<file path="config.mk">
export PLATFORM = sky130hd
export DESIGN_NAME = multi_led_pwm_fader_flat
export DESIGN_NICKNAME = d
export VERILOG_FILES = /design/src/rtl/multi_led_pwm_fader_if.sv /design/src/rtl/multi_led_pwm_fader.sv /design/src/flat_wrapper.sv
export SDC_FILE = /design/constraint.sdc
export NUM_CORES = 1
export LEC_CHECK = 0
export CAP_MARGIN = 20
export CELL_PAD_IN_SITES_DETAIL_PLACEMENT = 1
export CELL_PAD_IN_SITES_GLOBAL_PLACEMENT = 1
export CORE_MARGIN = 5
export CORE_UTILIZATION = 49
export DETAILED_ROUTE_END_ITERATION = 10
export PLACE_DENSITY_LB_ADDON = 0.1
export SYNTH_ARGS = -nofsm -noshare
export SYNTH_HDL_FRONTEND = slang
export SYNTH_SLANG_ARGS = --single-unit
export TNS_END_PERCENT = 20
</file>
<file path="constraint.sdc">
create_clock -name clk -period 3.75 [get_ports clk]
set_input_delay 0.5625 -clock clk [delete_from_list [all_inputs] [get_ports clk]]
set_output_delay 0.5625 -clock clk [all_outputs]
set_load 0.05 [all_outputs]
</file>
<file path="src/rtl/multi_led_pwm_fader_if.sv">
// Control/status bundle between board logic and the multi-channel LED PWM fader.
// The master drives run control and levels; the slave returns PWM pins and status.
interface multi_led_pwm_fader_if #(
  parameter int unsigned CHANNELS = 3,
  parameter int unsigned PWM_RES  = 8
);
  logic                         en;
  logic [1:0]                   mode;
  logic                         load;
  logic [CHANNELS*PWM_RES-1:0]  level_in;
  logic [CHANNELS-1:0]          pwm_out;
  logic                         cycle_done;
  logic                         busy;

  modport master (
    output en, mode, load, level_in,
    input  pwm_out, cycle_done, busy
  );

  modport slave (
    input  en, mode, load, level_in,
    output pwm_out, cycle_done, busy
  );
endinterface

</file>
<file path="src/rtl/multi_led_pwm_fader.sv">
// Multi-channel LED PWM generator with per-channel brightness and fade engines
// (static, fade-down, fade-up, breathe), stepped once per PWM period.
module multi_led_pwm_fader #(
  parameter int unsigned CHANNELS = 3,
  parameter int unsigned PWM_RES  = 8,
  parameter int unsigned PRESCALE = 2048,
  parameter int unsigned STEP     = 1
) (
  input  logic                  clk,
  input  logic                  rst,
  multi_led_pwm_fader_if.slave  bus
);

  localparam int unsigned PS_W  = (PRESCALE > 1) ? $clog2(PRESCALE) : 1;
  localparam int unsigned EXT_W = PWM_RES + 1;
  localparam logic [PWM_RES-1:0] MAX    = {PWM_RES{1'b1}};
  localparam logic [EXT_W-1:0]   MAX_X  = {1'b0, MAX};
  localparam logic [EXT_W-1:0]   STEP_X = EXT_W'(STEP);
  localparam logic [EXT_W-1:0]   UP_LIM = MAX_X - STEP_X;

  typedef enum logic [1:0] {
    MODE_STATIC  = 2'b00,
    MODE_DOWN    = 2'b01,
    MODE_UP      = 2'b10,
    MODE_BREATHE = 2'b11
  } mode_e;

  typedef enum logic {
    DIR_UP   = 1'b0,
    DIR_DOWN = 1'b1
  } dir_e;

  logic [PS_W-1:0]                    presc_q, presc_d;
  logic [PWM_RES-1:0]                 pwm_cnt_q, pwm_cnt_d;
  logic [CHANNELS-1:0][PWM_RES-1:0]   bright_q, bright_d;
  dir_e                               dir_q [CHANNELS];
  dir_e                               dir_d [CHANNELS];
  logic [CHANNELS-1:0]                pwm_out_q, pwm_out_d;
  logic                               cycle_done_q, cycle_done_d;
  logic                               tick, pe, busy_c;
  mode_e                              mode;

  // Saturating steps evaluated one bit wider so no intermediate can wrap.
  function automatic logic [PWM_RES-1:0] inc_sat(input logic [PWM_RES-1:0] b);
    logic [EXT_W-1:0] bx;
    bx = {1'b0, b};
    return (bx >= UP_LIM) ? MAX : PWM_RES'(bx + STEP_X);
  endfunction

  function automatic logic [PWM_RES-1:0] dec_sat(input logic [PWM_RES-1:0] b);
    logic [EXT_W-1:0] bx;
    bx = {1'b0, b};
    return (bx <= STEP_X) ? '0 : PWM_RES'(bx - STEP_X);
  endfunction

  assign mode = mode_e'(bus.mode);
  assign tick = bus.en && (presc_q == PS_W'(PRESCALE - 1));
  assign pe   = tick && (pwm_cnt_q == MAX);

  always_ff @(posedge clk or posedge rst) begin
    if (rst) begin
      presc_q      <= '0;
      pwm_cnt_q    <= '0;
      bright_q     <= '0;
      pwm_out_q    <= '0;
      cycle_done_q <= 1'b0;
      for (int unsigned i = 0; i < CHANNELS; i++) dir_q[i] <= DIR_UP;
    end else begin
      presc_q      <= presc_d;
      pwm_cnt_q    <= pwm_cnt_d;
      bright_q     <= bright_d;
      pwm_out_q    <= pwm_out_d;
      cycle_done_q <= cycle_done_d;
      dir_q        <= dir_d;
    end
  end

  always_comb begin
    presc_d      = presc_q;
    pwm_cnt_d    = pwm_cnt_q;
    bright_d     = bright_q;
    dir_d        = dir_q;
    pwm_out_d    = '0;
    cycle_done_d = pe;

    if (bus.en) presc_d = tick ? '0 : presc_q + PS_W'(1);
    if (tick)   pwm_cnt_d = pwm_cnt_q + PWM_RES'(1);

    for (int unsigned i = 0; i < CHANNELS; i++) begin
      pwm_out_d[i] = bus.en && (pwm_cnt_q < bright_q[i]);

      // A load overrides any fade step landing on the same clock.
      if (bus.load) begin
        bright_d[i] = bus.level_in[i*PWM_RES +: PWM_RES];
        dir_d[i]    = DIR_UP;
      end else if (pe) begin
        case (mode)
          MODE_DOWN: bright_d[i] = dec_sat(bright_q[i]);
          MODE_UP:   bright_d[i] = inc_sat(bright_q[i]);
          MODE_BREATHE: begin
            if (dir_q[i] == DIR_UP) begin
              bright_d[i] = inc_sat(bright_q[i]);
              if ({1'b0, bright_q[i]} >= UP_LIM) dir_d[i] = DIR_DOWN;
            end else begin
              bright_d[i] = dec_sat(bright_q[i]);
              if ({1'b0, bright_q[i]} <= STEP_X) dir_d[i] = DIR_UP;
            end
          end
          default: bright_d[i] = bright_q[i];
        endcase
      end
    end
  end

  // Fade-in-progress flag; gated by rst so it drops with the other outputs.
  always_comb begin
    busy_c = 1'b0;
    case (mode)
      MODE_DOWN:    busy_c = bus.en && (|bright_q);
      MODE_UP:      busy_c = bus.en && !(&bright_q);
      MODE_BREATHE: busy_c = bus.en;
      default:      busy_c = 1'b0;
    endcase
    if (rst) busy_c = 1'b0;
  end

  assign bus.pwm_out    = pwm_out_q;
  assign bus.cycle_done = cycle_done_q;
  assign bus.busy       = busy_c;

endmodule
</file>
<file path="src/flat_wrapper.sv">
// flat-port wrapper written by rule: the top's interface ports become plain ports
module multi_led_pwm_fader_flat 
#(
  parameter int unsigned CHANNELS = 3,
  parameter int unsigned PWM_RES  = 8,
  parameter int unsigned PRESCALE = 2048,
  parameter int unsigned STEP     = 1
)
  (clk, rst, bus_en, bus_mode, bus_load, bus_level_in, bus_pwm_out, bus_cycle_done, bus_busy);
  multi_led_pwm_fader_if #(.CHANNELS(CHANNELS), .PWM_RES(PWM_RES)) bus_i ();
  input  logic clk;
  input  logic rst;
  input wire logic [$bits(bus_i.en)-1:0] bus_en;
  input wire logic [$bits(bus_i.mode)-1:0] bus_mode;
  input wire logic [$bits(bus_i.load)-1:0] bus_load;
  input wire logic [$bits(bus_i.level_in)-1:0] bus_level_in;
  output wire logic [$bits(bus_i.pwm_out)-1:0] bus_pwm_out;
  output wire logic [$bits(bus_i.cycle_done)-1:0] bus_cycle_done;
  output wire logic [$bits(bus_i.busy)-1:0] bus_busy;
  assign bus_i.en = bus_en;
  assign bus_i.mode = bus_mode;
  assign bus_i.load = bus_load;
  assign bus_i.level_in = bus_level_in;
  assign bus_pwm_out = bus_i.pwm_out;
  assign bus_cycle_done = bus_i.cycle_done;
  assign bus_busy = bus_i.busy;
  multi_led_pwm_fader #(.CHANNELS(CHANNELS), .PWM_RES(PWM_RES), .PRESCALE(PRESCALE), .STEP(STEP)) u_core (.clk(clk), .rst(rst), .bus(bus_i));
endmodule
</file>
==> flow_metrics.tcl, run 1 <==
set metrics [dict create \
    status "complete, no violations" \
    setup_viol 0 \
    vias 4021 \
    slew_headroom_pct 45.4 \
    power.share.sequential_pct 45.0 \
    cts_max_path_buffers 2 \
    ir_drop_uv 160 \
    r2r_start "u_core.pwm_cnt_q[0]" \
    syn-num-nets 562 \
    antenna_found_initial 0 \
    cts_hold_buf 0 \
    crit_path_start "u_core.bright_q[10]" \
    synth_most_common_cell "dfrtp_1" \
    synth_compound_area_share_pct 24.9 \
    fmax_mhz 313 \
    p_clk_share_pct 22.0 \
    cp-end-kind "output pin" \
    drc 0 \
    yosys_warnings 0 \
    antenna_left 0 \
    p_per_area_nw_per_um2 352 \
    dieHeight_um 103 \
    cts_resized 0 \
    synth_fa_ha_area_share_pct 12.3 \
    place_congestion 0.865 \
    area.growth.synth_to_final_pct 11.6 \
    grt_pass1_vias 4187 \
    yosys.cell_types.count 65 \
    crit_required_ps 3190 \
    vias_per_cell 6.51 \
    synth-edff-count 0 \
    grt_first_pass_wirelength_um 21500 \
    hold_ws_ps 483 \
    tns_ps 0 \
    r2r-end "u_core.bright_q[6]" \
    intPower_uw 983 \
    avgSynthCellArea_sq_um 8.70 \
    postCtsSetupBuffers 0 \
    io_pins 35 \
    synth_cells 490 \
    wire_per_inst_um 21.3 \
    first_pass_iters 4 \
    rsz0062_at_grt "no" \
    htree_num_levels 2 \
    grt-ovfl-total 0 \
    ys_seq_area_share_pct 29.3 \
    postSynth.asyncResetShare_pct 100 \
    synthTopCellsByCount "dfrtp_1 (50), ha_1 (42), inv_1 (40)" \
    clock_sinks 50 \
    die_w_um 103 \
    cts_root_buf "clkbuf_8" \
    power.total_uw 1680 \
    synthesis.area_sq_um 4270 \
    drive_gt1_share_pct 7.25 \
    whs_path_depth 1 \
    dp_slack_ps 778 \
    timing_worst_slew_pin_value_ps 819 \
    worstPathArrival_ps 2640 \
    critical_path_class "flop to output pin" \
    leakagePower_uw 0.00208 \
    start_util_pct 49.6 \
    ys_top_cells_by_area "dfrtp_1 (29%), ha_1 (12%), o21ai_0 (4.2%)" \
    reg2regPathDepth 6 \
    track_usage_pct 25.7 \
    power_switching_uw 692 \
    clock_latency_ps 330 \
    row_count 34 \
    clk_pin_slew_ps 110 \
    grt_max_degree 36 \
    portBuffers 34 \
    r2r_slack_ps 1180 \
    ys_seq_elements 50 \
    synth_top_area_cell "dfrtp_1" \
    drt_iter0_drc 136 \
    crit_path_end "bus_busy" \
    swShare_pct 41.3 \
    cts_tree "built" \
    synth_top_family_by_area "compound AO/OA/AOI/OAI gates" \
    n_antenna_cell 0 \
    wirelength_um 13200 \
    start_kind "flop" \
    coreArea_sq_um 8590 \
    finalCritPeriodShare_pct 85.3 \
    min_from "u_core.dir_q[2]" \
    synth_top_area_share_pct 29.3 \
    crit_path_max_fanout 13 \
    synth_mux_area_share_pct 0.763 \
    power_frac_comb_pct 33.0 \
    fin_skew_ps 5.55 \
    synth-simple-area-share_pct 21.1 \
    synthXorXnorAreaFrac_pct 4.72 \
    max_cap_violations 0 \
    finalHoldViolations 0 \
    nNetsFinal 581 \
    maxSlewViolCount 0 \
    hp-class "flop to flop" \
    cts_buffers 5 \
    dp_hpwl_um 9750 \
    ys.flop_type "dfrtp_1" \
    worst_slack_ps 552 \
    dieArea_sq_um 10700 \
    fin_crit_ps 3200 \
]
[worst min-delay path by stage]
stage          slack, ps              end
3_3_place_gp         460  u_core.dir_q[2]
4_1_cts              480  u_core.dir_q[2]
5_1_grt              500  u_core.dir_q[2]
3_5_place_dp         460  u_core.dir_q[2]
6_report             480  u_core.dir_q[2]
2_1_floorplan        450  u_core.dir_q[2]
[power groups by stage]
stage	Combinational (uW)	Sequential [uW]	Clock (uW)
floorplan	436	690	0
global placement	515	754	0
detailed placement	548	762	0
CTS	553	752	379
global route	610	769	398
finish	553	754	368
[critical path: stages (launching register included)]
cell and delay (ps):
dfrtp_1 530, or4_4 620, nor3_1 520, nand4_1 170
a31oi_1 200, nor4b_1 70, buf_4 190
[area by class of cell]
cell class	count	area [sq um]
flip-flops and latches	50	1250
fillers	1038	3830
clock inverters	3	28.8
multi-input cells	371	2720
repair buffers	41	403
inverters	40	150
well taps	108	135
clock buffers	5	68.8
[placed cells by master, fill, tap and decap left out, drive strengths merged, types with 5 or more instances in the layout]
master          n
dfrtp          50
ha             42
inv            42
o21ai          37
clkdlybuf4s50  33
nor2           28
a21oi          27
nor3           19
nand2          15
xnor2          14
o22ai          13
nand3          13
nand4          13
nor4           12
a31oi          11
a21o           10
and3           10
xor2            9
buf             8
a211oi          7
nor2b           6
o221ai          6
or4             6
o21a            5
nand2b          5
and4            5
clkbuf          5
[logic make-up after synthesis]
family          after synthesis
simple gates                148
compound gates              155
buf+inv                      69
xor+xnor                     23
fa+ha+maj                    42
mux                           3
flops                        50
[through the flow]
step | utilization [%] | instance area [sq um] | instances
after floorplan | - | 4270 | 490
after global placement | 54.2 | 4660 | 610
after detailed placement | 54.2 | 4660 | 610
after CTS | 55.4 | 4760 | 618
after global routing | 55.4 | 4760 | 618
final | 55.4 | 4760 | 618
[routing by layer]
| layer | up-vias | track usage (%) | part of all wire [%] | routed length, um |
|---|---|---|---|---|
| met1 | 2035 | 33.8 | 44 | 5790 |
| met3 | 9 | 3.02 | 4.3 | 562 |
| li1 | 1875 | - | - | - |
| met2 | 102 | 44.9 | 51 | 6650 |
| met5 | - | 0 | 0 | 0 |
| met4 | 0 | 6.27 | 1.1 | 143 |
[flip-flops by register name (all words and copies together), names as in the netlist]
register and count:
u_core.dir_q 3, u_core.bus.pwm_out 3, u_core.presc_q 11, u_core.pwm_cnt_q 8, u_core.bus.cycle_done 1, u_core.bright_q 24
(Power assumes the default switching activity.)
==> run 2, diff against run 1 <==
--- a/config.mk
+++ b/config.mk
@@ -10,6 +10,7 @@
 export CELL_PAD_IN_SITES_GLOBAL_PLACEMENT = 1
 export CORE_MARGIN = 5
 export CORE_UTILIZATION = 49
+export CTS_CLUSTER_SIZE = 12
 export DETAILED_ROUTE_END_ITERATION = 10
 export PLACE_DENSITY_LB_ADDON = 0.1
 export SYNTH_ARGS = -nofsm -noshare
==> results of run 2 <==
No change in the layout: final DEF, timing and power equal those of run 1.
==> run 3, diff against run 2 <==
--- a/config.mk
+++ b/config.mk
@@ -8,10 +8,10 @@
 export CAP_MARGIN = 20
 export CELL_PAD_IN_SITES_DETAIL_PLACEMENT = 1
 export CELL_PAD_IN_SITES_GLOBAL_PLACEMENT = 1
-export CORE_MARGIN = 5
 export CORE_UTILIZATION = 49
 export CTS_CLUSTER_SIZE = 12
 export DETAILED_ROUTE_END_ITERATION = 10
+export GPL_TIMING_DRIVEN = 0
 export PLACE_DENSITY_LB_ADDON = 0.1
 export SYNTH_ARGS = -nofsm -noshare
 export SYNTH_HDL_FRONTEND = slang
==> flow_metrics.tcl, run 3 (synthesis gave the netlist of run 1 again) <==
set metrics [dict create \
    drc 0 \
    largest_register_ffs 24 \
    io_pins 35 \
    start_util_pct 51.1 \
    place_congestion 0.908 \
    finalHoldViolations 0 \
    r2r_slack_ps 1270 \
    row_count 33 \
    leakagePower_uw 0.00214 \
    power.total_uw 1700 \
    drt_iter0_drc 191 \
    maxSlewViolCount 0 \
    crit_path_max_fanout 8 \
    wl_met1_um 6090 \
    rsz0062_at_grt "no" \
    cts_buffers 5 \
    final_util_pct 58.2 \
    htree_num_levels 2 \
    nNetsFinal 604 \
    portBuffers 34 \
    n_antenna_cell 0 \
    mostFrequentLayoutCell "dfrtp_1" \
    setup_viol 0 \
    clock_latency_ps 320 \
    finalCritPeriodShare_pct 96.3 \
    n_fill_cell 1013 \
    status "complete, no violations" \
    drive_gt1_share_pct 8.63 \
    largest_registers "u_core.bright_q (24), u_core.presc_q (11), u_core.pwm_cnt_q (8)" \
    ir_drop_uv 213 \
    antenna_left 0 \
    wirelength_um 14300 \
    area.growth.synth_to_final_pct 13.8 \
    crit_required_ps 3190 \
    top_register "u_core.bright_q" \
    maxUsedRoutingLayer "met4" \
    wl_met2_um 6950 \
    most-common-layout-cells "dfrtp_1 (50), ha_1 (42), inv_1 (39)" \
    max_cap_violations 0 \
    vias_per_cell 6.60 \
    fin_crit_ps 3610 \
    cp-end-kind "output pin" \
    clock_sinks 50 \
    antenna_found_initial 0 \
    vias 4208 \
    coreArea_sq_um 8340 \
    dp_hpwl_um 10500 \
    timing_worst_slew_pin_value_ps 903 \
    first_pass_iters 5 \
    wl_met3_um 895 \
    fin_skew_ps 9.07 \
    grt_pass1_vias 4282 \
    tns_ps 0 \
    slew_headroom_pct 39.8 \
    worstPathArrival_ps 3050 \
    die_w_um 95.3 \
    track_usage_pct 33.6 \
    dieArea_sq_um 9080 \
    clk_pin_slew_ps 110 \
    fmax_mhz 277 \
    cts_max_path_buffers 2 \
    grt_first_pass_wirelength_um 22700 \
    critical_path_class "input port to output pin" \
    start_kind "input port" \
    p_per_area_nw_per_um2 351 \
    grt-ovfl-total 0 \
    grt_max_degree 37 \
    dieHeight_um 95.3 \
    wire_per_inst_um 22.4 \
    hp-class "flop to flop" \
    cts_tree "built" \
    cts_root_buf "clkbuf_8" \
]
[run 3: cell count changes in the layout (fill, tap and decap cells not counted)]
cell and change:
buf_4 -4, buf_1 +1, clkbuf_2 +1, clkbuf_1 +12, dlygate4sd2_1 +1, buf_6 +1
buf_2 +11
[run 3: final timing paths]
path	depth (start not counted)	end	from
setup reg to reg	7	u_core.bright_q[10]	u_core.pwm_cnt_q[1]
max in group asynchronous	3	u_core.bright_q[14]	rst
min in group asynchronous	2	u_core.bright_q[0]	rst
setup / recovery	9	bus_busy	bus_mode[0]
hold / removal	1	u_core.presc_q[8]	u_core.presc_q[8]
hold reg to reg	1	u_core.presc_q[8]	u_core.presc_q[8]
[run 3: worst max-delay path, cell delays in order]
cell	delay, ps
clkdlybuf4s50_1	490
inv_1	120
ha_1	160
clkbuf_1	290
and4b_1	240
nand4_1	100
a31oi_1	90
nor4b_1	390
dlygate4sd2_1	590
[run 3: power breakdown]
group | total (uW) | switching [uW] | internal, uW
sequential | 688 | 80.5 | 607
clock | 365 | 225 | 140
combinational | 648 | 398 | 251
total | 1700 | 703 | 998
[run 3: stage by stage]
stage	area (sq um)	cells	worst slack, ps	hold WS, ps
CTS	4850	638	216	497
global placement	4740	629	-60.2	464
global route	4850	638	56.6	521
floorplan	4270	490	240	446
finish	4850	638	138	499
detailed placement	4760	630	-66.0	479
[run 3: layout make-up]
type | instances | area [sq um] | area share [%]
Clock inverter | 3 | 28.8 | 0.593
Clock buffer | 5 | 68.8 | 1.42
Timing Repair Buffer | 35 | 359 | 7.40
Inverter | 40 | 150 | 3.09
Multi-Input combinational cell | 371 | 2720 | 56.1
Tap cell | 105 | 131 | 2.71
Buffer | 29 | 143 | 2.94
Sequential cell | 50 | 1250 | 25.8
[run 3: routing by layer]
metal | vias up | global-route usage, %
li1 | 1921 | -
met1 | 2125 | 42.1
met2 | 126 | 57.2
met3 | 36 | 7.02
met4 | 0 | 11.0
met5 | - | 0
[run 3: timing repair]
action,CTS,global route
setup buffers,0,0
gates resized for setup,1,0
setup endpoints to repair,1,0
hold buffers,0,0
